==> config.mk <==
export PLATFORM = sky130hd
export DESIGN_NAME = packetizer_da
export DESIGN_NICKNAME = d
export VERILOG_FILES = /design/src/rtl/noc_pkt_pkg.sv /design/src/rtl/pkt_fifo2.sv /design/src/rtl/packetizer_da.sv
export SDC_FILE = /design/constraint.sdc
export NUM_CORES = 1
export LEC_CHECK = 0
export CAP_MARGIN = 20
export CORE_ASPECT_RATIO = 0.9
export CORE_MARGIN = 1.5
export CORE_UTILIZATION = 25
export DETAILED_ROUTE_END_ITERATION = 7
export SYNTH_ARGS = -nofsm -noshare
export SYNTH_HDL_FRONTEND = slang
export SYNTH_SLANG_ARGS = --single-unit
export TNS_END_PERCENT = 100
==> constraint.sdc <==
create_clock -name clk -period 2 [get_ports clk]
set_input_delay 0.4 -clock clk [delete_from_list [all_inputs] [get_ports clk]]
set_output_delay 0.4 -clock clk [all_outputs]
set_load 0.01 [all_outputs]
==> src/rtl/noc_pkt_pkg.sv <==
// Shared NoC packet helpers: flit control layout, flit sizing and control-bit generation.
package noc_pkt_pkg;

    // Every flit carries three control bits above its payload.
    localparam int unsigned FLIT_CTRL_BITS = 3;
    // Control bit positions, counted down from the flit MSB (bit FW-1 is VALID).
    localparam int unsigned VALID_FROM_MSB = 1;
    localparam int unsigned HEAD_FROM_MSB  = 2;
    localparam int unsigned TAIL_FROM_MSB  = 3;

    typedef struct packed {
        logic valid;
        logic head;
        logic tail;
    } flit_ctrl_t;

    function automatic int unsigned flit_width(input int unsigned wpkt, input int unsigned nflit);
        return wpkt / nflit;
    endfunction

    // Flits needed to carry pl payload bits; a huge value flags an unusable flit width.
    function automatic int unsigned used_flits(input int unsigned pl, input int unsigned fw);
        if (fw <= FLIT_CTRL_BITS) begin
            return 32'hFFFF;
        end
        return (pl + (fw - FLIT_CTRL_BITS) - 1) / (fw - FLIT_CTRL_BITS);
    endfunction

    // Control bits of flit idx in a packet of n used flits; unused flits are all zero.
    function automatic flit_ctrl_t flit_ctrl(input int unsigned idx, input int unsigned n);
        flit_ctrl_t c;
        c.valid = (idx < n);
        c.head  = (idx == 0) && (idx < n);
        c.tail  = (idx + 1 == n);
        return c;
    endfunction

endpackage

==> src/rtl/pkt_fifo2.sv <==
// Generic 2-entry registered FIFO with a registered upstream ready.
module pkt_fifo2 #(
    parameter int unsigned WIDTH = 8
) (
    input  logic             clk,
    input  logic             rst_n,
    input  logic [WIDTH-1:0] i_data,
    input  logic             i_valid,
    output logic             o_ready,
    output logic [WIDTH-1:0] o_data,
    output logic             o_valid,
    input  logic             i_ready
);

    logic [WIDTH-1:0] r_mem [2];
    logic             r_wptr;
    logic             r_rptr;
    logic [1:0]       r_count;
    logic             r_ready;

    logic             w_push;
    logic             w_pop;
    logic [1:0]       w_count_nxt;

    assign w_push = i_valid && r_ready;
    assign w_pop  = o_valid && i_ready;

    // Occupancy after this cycle's push/pop; push and pop together leave it unchanged.
    always_comb begin
        w_count_nxt = r_count;
        if (w_push && !w_pop) begin
            w_count_nxt = r_count + 2'd1;
        end else if (!w_push && w_pop) begin
            w_count_nxt = r_count - 2'd1;
        end
    end

    // Storage, 1-bit wrapping pointers, count and ready; reset drops queued entries.
    always_ff @(posedge clk or negedge rst_n) begin
        if (!rst_n) begin
            r_mem[0] <= '0;
            r_mem[1] <= '0;
            r_wptr   <= 1'b0;
            r_rptr   <= 1'b0;
            r_count  <= 2'd0;
            r_ready  <= 1'b0;
        end else begin
            if (w_push) begin
                r_mem[r_wptr] <= i_data;
                r_wptr        <= ~r_wptr;
            end
            if (w_pop) begin
                r_rptr <= ~r_rptr;
            end
            r_count <= w_count_nxt;
            // Registered so ready never depends combinationally on i_ready.
            r_ready <= (w_count_nxt < 2'd2);
        end
    end

    assign o_valid = (r_count != 2'd0);
    assign o_data  = o_valid ? r_mem[r_rptr] : '0;
    assign o_ready = r_ready;

endmodule

==> src/rtl/packetizer_da.sv <==
// Dest-append packetizer: formats one packet word of flits and queues it toward the NoC.
module packetizer_da
    import noc_pkt_pkg::*;
#(
    parameter int unsigned WIDTH_PKT        = 36,
    parameter int unsigned WIDTH_DATA       = 12,
    parameter int unsigned VC_ADDRESS_WIDTH = 1,
    parameter int unsigned ADDRESS_WIDTH    = 4,
    parameter int unsigned PACKETIZER_WIDTH = 4
) (
    input  logic                        clk,
    input  logic                        rst_n,
    input  logic [WIDTH_DATA-1:0]       data_in,
    input  logic [ADDRESS_WIDTH-1:0]    dst_in,
    input  logic [VC_ADDRESS_WIDTH-1:0] vc_in,
    input  logic [ADDRESS_WIDTH-1:0]    return_dst_in,
    input  logic [VC_ADDRESS_WIDTH-1:0] return_vc_in,
    input  logic                        valid_in,
    output logic                        ready_out,
    output logic [WIDTH_PKT-1:0]        data_out,
    output logic                        valid_out,
    input  logic                        ready_in
);

    localparam int unsigned FW = flit_width(WIDTH_PKT, PACKETIZER_WIDTH);
    localparam int unsigned PW = FW - FLIT_CTRL_BITS;
    localparam int unsigned PL = 2 * (ADDRESS_WIDTH + VC_ADDRESS_WIDTH) + WIDTH_DATA;
    localparam int unsigned N  = used_flits(PL, FW);
    localparam int unsigned SW = N * PW;

    if (PACKETIZER_WIDTH != 1 && PACKETIZER_WIDTH != 2 && PACKETIZER_WIDTH != 4) begin : g_chk_pw
        $error("PACKETIZER_WIDTH must be 1, 2 or 4");
    end
    if (WIDTH_PKT % PACKETIZER_WIDTH != 0) begin : g_chk_div
        $error("WIDTH_PKT must be divisible by PACKETIZER_WIDTH");
    end
    if (FW < FLIT_CTRL_BITS + ADDRESS_WIDTH + VC_ADDRESS_WIDTH) begin : g_chk_fw
        $error("flit payload too narrow for destination and VC");
    end
    if (N > PACKETIZER_WIDTH) begin : g_chk_n
        $error("payload does not fit in PACKETIZER_WIDTH flits");
    end

    logic [PL-1:0]        w_stream;
    logic [SW-1:0]        w_pad;
    logic [WIDTH_PKT-1:0] w_pkt;

    assign w_stream = {dst_in, vc_in, return_dst_in, return_vc_in, data_in};
    // Left-justify the stream so the zero padding lands at the LSB end of the last flit.
    assign w_pad    = SW'(w_stream) << (SW - PL);

    // Flit 0 sits at the MSB end; flits beyond the used count are all zero.
    for (genvar gi = 0; gi < PACKETIZER_WIDTH; gi++) begin : g_flit
        if (gi < N) begin : g_used
            assign w_pkt[WIDTH_PKT-1-gi*FW -: FW] = {flit_ctrl(gi, N), w_pad[SW-1-gi*PW -: PW]};
        end else begin : g_unused
            assign w_pkt[WIDTH_PKT-1-gi*FW -: FW] = '0;
        end
    end

    pkt_fifo2 #(
        .WIDTH (WIDTH_PKT)
    ) u_fifo (
        .clk     (clk),
        .rst_n   (rst_n),
        .i_data  (w_pkt),
        .i_valid (valid_in),
        .o_ready (ready_out),
        .o_data  (data_out),
        .o_valid (valid_out),
        .i_ready (ready_in)
    );

endmodule
After elaboration in Yosys (flattened, before gate mapping)
Cells that the tools add are included.
{ "totals": {"regBits": 77, "in_bits": 26, "output_inout_bits": 38} }
{ "op_classes": {"add_sub_neg": 2, "order_cmp": 4, "n_mux": 9, "bitwise": 4, "reduce_logical": 8} }
{ "op_table": {"columns": ["op", "n"], "rows": [
  ["$mux W36", 5],
  ["$bwmux W72", 1],
  ["$demux W36 S1", 1],
  ["$logic_and A1 B1 Y1", 5],
  ["$ge A2 B2 Y1 const B", 2],
  ["$mux W2", 2],
  ["$not A1 Y2", 2],
  ["$add A2 B1 Y2 const B", 1],
  ["$logic_not A1 Y1", 2],
  ["$lt A2 B1 Y1 const B", 1],
  ["$lt A2 B2 Y1 const B", 1],
  ["$not A1 Y1", 2],
  ["$reduce_bool A2 Y1", 1],
  ["$sub A2 B1 Y2 const B", 1]
]} }

Logic depth before layout (Yosys ltp)
{ "logic_depth": {"ltp_word": 6, "ltp_mapped": 8, "mapped_depth_nobuf": 7} }

By module
From an unflattened synthesis, not the netlist that was laid out.
{ "hier_totals": {"hier_cells": 263, "hier_area_um2": 3522.1} }
{ "modules_own_cells": {"columns": ["module", "n_inst", "cells_per_inst", "area_per_inst_um2"], "rows": [
  ["pkt_fifo2", 1, 261, 3514.6],
  ["packetizer_da", 1, 2, 7.5]
]} }

Worst setup path after synthesis
OpenSTA, ideal clock, no wires.
{ "synth_path": {"path_type": "register to output", "start": "register u_fifo.r_count[0]", "end": "output data_out[17]", "arrival_ps": 1443, "slack_ps": 157, "path_stages_with_launch": 7, "path_buffers": 3, "path_cell_list": "dfrtp_1 > inv_1 > ha_1 > clkbuf_1 > clkbuf_1 > nor2_1 > buf_4"} }
{ "synth_via": {"elab_chain_len": 2} }
{ "synth_lines": {"columns": ["element", "line", "source"], "rows": [
  ["from (decl)", "pkt_fifo2.sv:18", "logic [1:0] r_count;"],
  ["from (signal assigned)", "pkt_fifo2.sv:55", "r_count <= w_count_nxt;"],
  ["$reduce_bool A2 Y1", "pkt_fifo2.sv:61", "assign o_valid = (r_count != 2'd0);"],
  ["$mux W36", "pkt_fifo2.sv:62", "assign o_data = o_valid ? r_mem[r_rptr] : '0;"],
  ["to (decl)", "packetizer_da.sv:20", "output logic [WIDTH_PKT-1:0] data_out,"]
]} }
Every way passes these cells.

Final worst setup path
{ "layout_path": {"start": "register u_fifo.r_rptr", "end": "output data_out[20]"} }
{ "layout_via": {"elab_chain_len": 5} }
{ "layout_lines": {"columns": ["element", "line", "source"], "rows": [
  ["from (decl)", "pkt_fifo2.sv:17", "logic r_rptr;"],
  ["from (signal assigned)", "pkt_fifo2.sv:53", "r_rptr <= ~r_rptr;"],
  ["$not A1 Y2 (not written as such)", "pkt_fifo2.sv:62", null],
  ["$mux W36 (not written as such) (3 in a row)", "pkt_fifo2.sv:62", null],
  ["$mux W36", "pkt_fifo2.sv:62", null]
]} }
Every way passes these cells. The select of a mux whose other input is x is not followed.

==> impl_metrics.yaml <==
run_status:
  run_status: "complete, no violations"
worst_hold_path:
  hold_path.class: "in2async"
floorplan:
  die_height_um: 99.8
  num_io_pins: 64
  die_w_um: 111
  rows: 35
  initial_utilization: 0.255
  core_area_sq_um: 10200
  fp.dieArea_sq_um: 11000
pwr:
  p_total_w: 0.00583
  power_leakage_nw: 1.74
  ir_worst_vdd_mv: 0.507
  cell_area_power_density_nw_per_um2: 1680
placement:
  place_hpwl_um: 3820
  port_buffers: 55
  dp_slack_ps: 12.8
  finalWeightedCongestion: 0.643
  postPlaceCellArea_sq_um: 3300
drt:
  antenna_left: 0
  totalWireLength_um: 5500
  route.detailed.drc: 0
  wire_length_per_cell_um: 14.4
  routed-via-count: 1588
  drt_pre_antenna_iters: 4
  viasPerCell: 4.15
  first_drt_iteration_drcs: 35
worst_setup_path:
  critPathMaxFanout: 9
  cp_data_required_time_ps: 1600
  worst_setup_path_end_kind: "output port"
  crit_arrival_ps: 1530
  timing_worst_setup_path_type: "reg2out"
  critical_path_startpoint_category: "register"
run:
  number_of_max_cap_violations: 0
yosys:
  postSynthCellCount: 191
  postSynthAreaPerCell_sq_um: 13.6
  synth-warning-count: 0
  syn_area_sq_um: 2600
  ys_types: 24
  seq_area_frac_synth: 0.490
  synth-seq-cells: 51
cells_and_area:
  post_route_standard_cell_area_excluding_fillers_sq_um: 3470
  final.fill_count: 1018
  final_core_utilization: 0.340
  area_growth_pct: 33.4
  layout-drive-gt1-share: 0.339
  antenna_cells: 0
  final_nets: 282
sta:
  finalHoldViolCount: 0
  final_critical_path_setup_slack_ps: 65.4
  post-route-min-period_ps: 1930
  clock_skews_ps: 5.24
  final.hold.worst_slack_ps: 113
  period_share: 0.967
  unrepaired_setup_endpoints_after_global_routing: "false"
  timing.final.setup_violations: 0
  achievable-frequency_mhz: 517
  worst-slew-pin-transition_ps: 583
  remaining_max_slew_budget_at_the_tightest_pin: 0.611
  finalMaxSlewViolations: 0
clock_tree:
  cts_root_buf: "sky130_fd_sc_hd__clkbuf_16"
  postCtsHoldBufs: 0
  clock_sink_count: 51
  clk_pin_slew_worst_paths_ps: 70
  cts-buffers-inserted: 5
  clk_path_buf_depth: 2
  cts_tree: "yes"
  clk-insertion-delay-late_ps: 280
  htree_levels: 2
grt:
  most_heavily_used_metal_layer_in_global_routing: "met2"
  grt_util_met1: 0.130
  grt_util_all_layers: 0.101
  met2_demand_to_capacity_share_in_global_routing: 0.178
  grt_overflow: 0
  first_global_vias: 1732
  initial_antenna_violation_count: 0
  first_pass_grt_wire_length_um: 8890
  grt_max_degree: 26
  met3_usage: 0.0217
==> Yosys cell counts <==
| master | count | area share |
|---|---|---|
| sky130_fd_sc_hd__a21oi_1 | 1 | 0.0019 |
| sky130_fd_sc_hd__a22oi_1 | 1 | 0.0029 |
| sky130_fd_sc_hd__and2_1 | 1 | 0.0024 |
| sky130_fd_sc_hd__buf_2 | 1 | 0.0019 |
| sky130_fd_sc_hd__buf_4 | 15 | 0.043 |
| sky130_fd_sc_hd__buf_6 | 4 | 0.017 |
| sky130_fd_sc_hd__clkbuf_1 | 3 | 0.0043 |
| sky130_fd_sc_hd__conb_1 | 1 | 0.0014 |
| sky130_fd_sc_hd__dfrtp_1 | 51 | 0.49 |
| sky130_fd_sc_hd__ha_1 | 3 | 0.014 |
| sky130_fd_sc_hd__inv_1 | 5 | 0.0072 |
| sky130_fd_sc_hd__mux2_2 | 6 | 0.026 |
| sky130_fd_sc_hd__mux2_4 | 38 | 0.22 |
| sky130_fd_sc_hd__mux2i_1 | 23 | 0.088 |
| sky130_fd_sc_hd__nand2_1 | 3 | 0.0043 |
| sky130_fd_sc_hd__nand2b_1 | 3 | 0.0072 |
| sky130_fd_sc_hd__nand3_4 | 1 | 0.0067 |
| sky130_fd_sc_hd__nand3b_4 | 1 | 0.0077 |
| sky130_fd_sc_hd__nor2_1 | 24 | 0.035 |
| sky130_fd_sc_hd__o21ai_0 | 1 | 0.0019 |
| sky130_fd_sc_hd__o21bai_1 | 1 | 0.0029 |
| sky130_fd_sc_hd__o31a_1 | 1 | 0.0034 |
| sky130_fd_sc_hd__or3b_2 | 1 | 0.0034 |
| sky130_fd_sc_hd__xnor2_1 | 2 | 0.0067 |
==> layer usage <==
layer / part of all wire / vias to the layer above / wire length (um)
li1: - / 745 / -
met1: 0.47 / 801 / 2590
met2: 0.49 / 40 / 2690
met3: 0.035 / 2 / 193
met4: 0.0031 / 0 / 17
met5: 0 / - / 0
==> power by group <==
group,internal (W),switching (W)
combinational,0.00179,0.00130
sequential,0.00155,0.000313
clock,0.000532,0.000355
==> sequential cells by signal (all words and copies together) (netlist names), named ones only <==
register / cells
u_fifo.r_count: 1
u_fifo.o_ready: 1
u_fifo.r_wptr: 1
u_fifo.r_mem: 46
u_fifo.r_rptr: 1
==> worst max-delay path, cell delays in order, from the launching register on <==
cell and delay, ps:
sky130_fd_sc_hd__dfrtp_2 410, sky130_fd_sc_hd__buf_4 230, sky130_fd_sc_hd__mux2i_1 250, sky130_fd_sc_hd__nor2_1 80, sky130_fd_sc_hd__dlygate4sd2_1 280
==> layout by cell type, fill, tap and decap left out <==
cell type	Yosys	layout
sky130_fd_sc_hd__a21oi_1	1	1
sky130_fd_sc_hd__a22oi_1	1	1
sky130_fd_sc_hd__and2_1	1	1
sky130_fd_sc_hd__buf_12	0	4
sky130_fd_sc_hd__buf_2	1	2
sky130_fd_sc_hd__buf_4	15	11
sky130_fd_sc_hd__buf_6	4	1
sky130_fd_sc_hd__clkbuf_16	0	5
sky130_fd_sc_hd__clkbuf_2	0	6
sky130_fd_sc_hd__clkbuf_8	0	2
sky130_fd_sc_hd__clkdlybuf4s50_1	0	25
sky130_fd_sc_hd__clkinvlp_4	0	1
sky130_fd_sc_hd__conb_1	1	8
sky130_fd_sc_hd__dfrtp_1	51	50
sky130_fd_sc_hd__dfrtp_2	0	1
sky130_fd_sc_hd__dlygate4sd2_1	0	21
sky130_fd_sc_hd__dlymetal6s2s_1	0	1
sky130_fd_sc_hd__ha_1	3	1
sky130_fd_sc_hd__ha_2	0	1
sky130_fd_sc_hd__ha_4	0	1
sky130_fd_sc_hd__inv_1	5	4
sky130_fd_sc_hd__inv_2	0	1
sky130_fd_sc_hd__mux2_2	6	6
sky130_fd_sc_hd__mux2_4	38	38
sky130_fd_sc_hd__mux2i_1	23	23
sky130_fd_sc_hd__nand2_1	3	3
sky130_fd_sc_hd__nand2b_1	3	2
sky130_fd_sc_hd__nand2b_4	0	1
sky130_fd_sc_hd__nand3_4	1	1
sky130_fd_sc_hd__nand3b_4	1	1
sky130_fd_sc_hd__nor2_1	24	22
sky130_fd_sc_hd__nor2_2	0	1
sky130_fd_sc_hd__nor2_4	0	1
sky130_fd_sc_hd__o21ai_0	1	1
sky130_fd_sc_hd__o21bai_1	1	1
sky130_fd_sc_hd__o31a_1	1	1
sky130_fd_sc_hd__or3b_2	1	1
sky130_fd_sc_hd__xnor2_1	2	2
==> per-stage QoR <==
step                      setup TNS (ps)  instances
after detailed placement               0        371
after global placement                 0        371
after CTS                          -30.9        382
final                                  0        383
after floorplan                        0        198
after global routing                   0        383
==> kinds of logic (layout without fill, tap and decap cells) <==
kind of cell    after synthesis  in the layout  synth area share
compound gates                5              5            0.0130
xor+xnor                      2              2           0.00673
fa+ha+maj                     3              3            0.0144
buf+inv                      28             84            0.0740
flops                        51             51             0.490
mux                          67             67             0.334
other cells                   1              8           0.00144
simple gates                 34             34            0.0664
==> layout make-up <==
type	instances	area, sq um	share of cell area
multi-input cells	119	1190	0.344
well taps	129	161	0.0465
clock inverters	1	7.51	0.00216
flip-flops and latches	51	1280	0.368
repair buffers	71	661	0.190
clock buffers	7	153	0.0440
inverters	5	18.8	0.00541
==> path summary, 6_finish.rpt <==
check                                 start               end  slack [ps]  cells after the start
min in group clk           u_fifo.r_mem[34]  u_fifo.r_mem[34]         470                      1
hold / removal                        rst_n    u_fifo.o_ready         110                      1
max in group asynchronous             rst_n  u_fifo.r_mem[50]        1270                      2
setup / recovery              u_fifo.r_rptr      data_out[20]          70                      4
hold reg to reg            u_fifo.r_mem[34]  u_fifo.r_mem[34]         470                      1
setup reg to reg                   register          register         140                      8
==> timing repair <==
action,CTS,global route
endpoints found under the setup margin,29,11
setup buffers,3,1
resized for setup,36,17
Power figures use the tool's default switching activity.
